==> src/rtl/mod_count_bank.sv <==
// mod_count_bank: bank of independent loadable down-counters with one-shot or
// auto-reload terminal behaviour, per-channel pulse/done flags and bank reductions.
module mod_count_bank #(
    parameter int                WIDTH     = 16,
    parameter int                CHANNELS  = 4,
    parameter logic [WIDTH-1:0]  RESET_VAL = '0
) (
    input  logic                         clk,
    input  logic                         rst,
    input  logic [CHANNELS-1:0]          load_i,
    input  logic [CHANNELS*WIDTH-1:0]    load_val_i,
    input  logic [CHANNELS-1:0]          dec_i,
    input  logic [CHANNELS-1:0]          auto_reload_i,
    input  logic [CHANNELS-1:0]          clr_done_i,
    output logic [CHANNELS*WIDTH-1:0]    count_o,
    output logic [CHANNELS-1:0]          is_zero_o,
    output logic [CHANNELS-1:0]          zero_pulse_o,
    output logic [CHANNELS-1:0]          done_o,
    output logic                         all_zero_o,
    output logic                         any_pulse_o
);
    logic [CHANNELS-1:0][WIDTH-1:0] count_q, count_d, reload_q, reload_d;
    logic [CHANNELS-1:0]            pulse_q, pulse_d, done_q, done_d, term;

    always_comb begin
        count_d   = count_q;
        reload_d  = reload_q;
        pulse_d   = '0;
        done_d    = done_q;
        term      = '0;
        is_zero_o = '0;
        for (int i = 0; i < CHANNELS; i++) begin
            // load outranks dec; a dec at zero is a no-op in both modes
            term[i]      = !load_i[i] && dec_i[i] && count_q[i] == WIDTH'(1);
            count_d[i]   = load_i[i] ? load_val_i[i*WIDTH +: WIDTH] :
                           term[i] ? (auto_reload_i[i] ? reload_q[i] : '0) :
                           (dec_i[i] && count_q[i] > WIDTH'(1)) ? count_q[i] - WIDTH'(1) :
                           count_q[i];
            reload_d[i]  = load_i[i] ? load_val_i[i*WIDTH +: WIDTH] : reload_q[i];
            pulse_d[i]   = term[i];
            done_d[i]    = load_i[i] ? 1'b0 : term[i] ? 1'b1 : clr_done_i[i] ? 1'b0 : done_q[i];
            is_zero_o[i] = count_q[i] == '0;
        end
    end

    always_ff @(posedge clk or posedge rst) begin
        if (rst) begin
            count_q  <= {CHANNELS{RESET_VAL}};
            reload_q <= {CHANNELS{RESET_VAL}};
            pulse_q  <= '0;
            done_q   <= '0;
        end else begin
            count_q  <= count_d;
            reload_q <= reload_d;
            pulse_q  <= pulse_d;
            done_q   <= done_d;
        end
    end

    assign count_o      = count_q;
    assign zero_pulse_o = pulse_q;
    assign done_o       = done_q;
    assign all_zero_o   = &is_zero_o;
    assign any_pulse_o  = |pulse_q;
endmodule

==> config.mk <==
export PLATFORM = sky130hd
export DESIGN_NAME = mod_count_bank
export DESIGN_NICKNAME = d
export VERILOG_FILES = /design/src/rtl/mod_count_bank.sv
export SDC_FILE = /design/constraint.sdc
export NUM_CORES = 1
export LEC_CHECK = 0
export ABC_AREA = 1
export CORE_MARGIN = 1.5
export CORE_UTILIZATION = 48
export CTS_CLUSTER_SIZE = 12
export DETAILED_ROUTE_END_ITERATION = 6
export PLACE_DENSITY_LB_ADDON = 0.12
export RECOVER_POWER = 25
export SLEW_MARGIN = 20
export SYNTH_ARGS = -nofsm -noshare
export SYNTH_HDL_FRONTEND = slang
export SYNTH_SLANG_ARGS = --single-unit
==> constraint.sdc <==
create_clock -name clk -period 4.65 [get_ports clk]
set_input_delay 0.93 -clock clk [delete_from_list [all_inputs] [get_ports clk]]
set_output_delay 0.93 -clock clk [all_outputs]
set_load 0.1 [all_outputs]
==> impl_metrics.json <==
{
  "outcome": "finished, violations left",
  "violations": "max-capacitance violations, max-slew violations",
  "port_buffers": 159,
  "seq_area_frac_synth_pct": 41.1,
  "maxCapViolCount": 1,
  "die_w_um": 134,
  "crit_fanout": 4,
  "drt_iter0_markers": 526,
  "hp-class": "reg -> reg",
  "overflow": 0,
  "ctsResizeCount": 0,
  "irDropWorstVdd_mv": 0.266,
  "rsz0062_at_grt": "no",
  "rows": 47,
  "routed_wl_um": 21300,
  "slew_headroom_pct": -20.6,
  "start_util_pct": 49.5,
  "core_region_area_mm2": 0.0167,
  "path_buf_inv": 2,
  "cts-buffers-inserted": 17,
  "clock_latency_ns": 0.42,
  "period_share_pct": 82.7,
  "synthArstFlopShare_pct": 100,
  "root_buffer": "clkbuf_16",
  "grt_pass1_vias": 7283,
  "synth-edff-count": 0,
  "yosys_warnings": 0,
  "timing.rr.start": "count_o[32]",
  "final_net_count": 1449,
  "arrival_ns": 2.91,
  "rr_worst_depth": 10,
  "post-cts-setup-buffers": 0,
  "yosysTopAreaCellShare_pct": 41.1,
  "skew_ns": 0.00940,
  "min_to": "reload_q[57]",
  "area_growth_pct": 29.5,
  "dieHeight_um": 134,
  "avgViaCountPerCell": 4.95,
  "crit_path_max_incr_delay_ns": 1.15,
  "wire_per_inst_um": 13.4,
  "register_area_mm2": 0.00340,
  "synth_seq_cells": 136,
  "clkTransAtPathRegs_ns": 0.06,
  "gp_congestion": 0.897,
  "critPathLaunchType": "flop",
  "maxSlewViolCount": 81,
  "multi_input_area_mm2": 0.00424,
  "cts.path.max_buffers": 2,
  "finalSetupViolCount": 0,
  "nFillCells": 1520,
  "drive_above_1_share_pct": 7.51,
  "synth.area.top_cells": "dfrtp_1 41%, nand2_1 23%, nor2_1 5.4%",
  "cp_cell_sequence": "inv_1 > ha_1 > nand2_2 > nor2_4 > nand3_1 > nor2_2 > clkdlybuf4s50_1",
  "dieArea_mm2": 0.0180,
  "cpLargestDelayFamily": "buffers and inverters",
  "finalHoldViolCount": 0,
  "hold_slack_ns": 0.460,
  "timing.rr.end": "count_o[33]",
  "htree_levels": 4,
  "whs_path_depth": 2,
  "fin_util_pct": 64.1,
  "syn-cell-area_mm2": 0.00827,
  "vias": 7870,
  "required_ns": 3.72,
  "antenna_left": 0,
  "synth_top_flop_cell": "dfrtp_1",
  "layout_min_cycle_time_ns": 3.84,
  "grt_max_degree": 82,
  "clock-sinks": 136,
  "hold_start": "reload_q[57]",
  "post-dp-hpwl_um": 15200,
  "syn_nets": 1297,
  "syn_area_per_cell_um2": 6.86,
  "crit_path_top_delay_cell": "clkdlybuf4s50_1",
  "worstMarginPinSlew_ns": 1.81,
  "synth_cells": 1206,
  "globalRouteTotalUtil_pct": 24.6,
  "criticalPathCategory": "reg -> out",
  "grt_pass1_wl_um": 35400,
  "cp-end-kind": "output port",
  "ios": 160,
  "drt_pass1_iterations": 6,
  "cts_tree": "done",
  "powerDensity_mw_per_mm2": 426,
  "power.leakage_nw": 5.43,
  "synth_top_area_cell": "dfrtp_1",
  "fmax_ghz": 0.260,
  "tns_ns": 0,
  "antenna_cells": 0,
  "ys_types": 41,
  "antenna_found_initial": 0,
  "drc": 0,
  "reg2reg_slack_ns": 2.50,
  "cts-hold-fix-buffers": 0
}
## synth_stat cells, types with 2 or more instances
| master | instances |
|---|---|
| o21ai_2 | 4 |
| buf_1 | 3 |
| clkbuf_1 | 12 |
| dfrtp_1 | 136 |
| nor2_2 | 13 |
| nand2_1 | 501 |
| o211ai_1 | 2 |
| nand2_2 | 11 |
| xnor2_1 | 6 |
| nand4_1 | 12 |
| nand2_4 | 4 |
| buf_6 | 5 |
| inv_2 | 8 |
| xor2_1 | 15 |
| nor2_1 | 119 |
| nor3_1 | 8 |
| a21oi_1 | 19 |
| o21ai_1 | 14 |
| inv_1 | 114 |
| nor2_4 | 10 |
| nand3_2 | 3 |
| buf_2 | 9 |
| o21ai_0 | 71 |
| ha_1 | 9 |
| nand3b_1 | 13 |
| nand3_1 | 67 |
| or2_0 | 3 |
| o211ai_2 | 2 |
## area by class of cell
cell class | instances | area share (%)
clock buffer | 20 | 4.36
clock inverter | 12 | 2.05
inverter | 124 | 4.41
multi-input combinational | 915 | 39.6
sequential | 136 | 31.8
tap | 220 | 2.57
timing repair buffer | 164 | 15.3
## metrics by stage
stage	cell area [µm²]	power (W)	std cells	setup slack, ns
floorplan	8290	0.00261	1206	0.0805
global placement	10000	0.00299	1559	1.32
detailed placement	10000	0.00300	1559	1.27
CTS	10700	0.00459	1591	0.790
global route	10700	0.00478	1591	0.663
finish	10700	0.00456	1591	0.807
## flip-flops by register name, summed over array words and instances (netlist names)
register and flops:
done_o 4, zero_pulse_o 4, reload_q 64, count_o 64
## report_power, final
part           total (W)  leakage, nW  internal (W)  switching [W]
registers        0.00146         1.68       0.00132       0.000144
clock network    0.00158        0.332       0.00105       0.000529
logic            0.00153         3.42      0.000416        0.00111
total            0.00456         5.43       0.00278        0.00178
## metal layers
| metal | track usage (%) | up-vias | share of wire, % |
|---|---|---|---|
| met3 | 4.65 | 17 | 6.1 |
| met1 | 33.6 | 3570 | 46 |
| met2 | 39.9 | 214 | 47 |
| li1 | - | 4069 | - |
| met4 | 7.05 | 0 | 1.1 |
| met5 | 0 | - | 0 |
## worst max-delay path by stage
stage / from / cells past startpoint / end
detailed placement: count_o[16] / 7 / is_zero_o[1]
floorplan: rst / 1 / count_o[0]
global route: count_o[16] / 7 / is_zero_o[1]
global placement: count_o[16] / 7 / is_zero_o[1]
finish: count_o[16] / 7 / is_zero_o[1]
CTS: count_o[16] / 7 / is_zero_o[1]
## cells in the final DEF (no fill, tap or decap), types with 4 or more instances in the layout
cell,synthesis,final
xnor2_1,6,6
a21oi_1,19,19
nand2_4,4,4
o21ai_0,71,71
nand4_1,12,12
nand2_1,501,501
nor2_4,10,10
buf_4,1,7
nor3_1,8,8
inv_2,8,8
nand3_1,67,67
bufinv_16,0,6
inv_1,114,113
o21ai_2,4,4
clkdlybuf4s50_1,0,153
nor2_2,13,14
xor2_1,15,15
clkbuf_16,0,17
o21ai_1,14,14
nand2_2,11,11
nand3b_1,13,13
ha_1,9,9
dfrtp_1,136,136
nor2_1,119,118
## tightest hold or removal path: stages (launching register included)
cell	delay [ns]
dfrtp_1	0.32
nand2_1	0.06
nand2_1	0.05
## kinds of logic after synthesis
| family | share of synthesized area, % |
|---|---|
| simple gates | 40.0 |
| buf+inv | 7.84 |
| flops | 41.1 |
| compound gates | 7.46 |
| xor+xnor | 2.22 |
| fa+ha+maj | 1.36 |
Power figures use the tool's default switching activity.
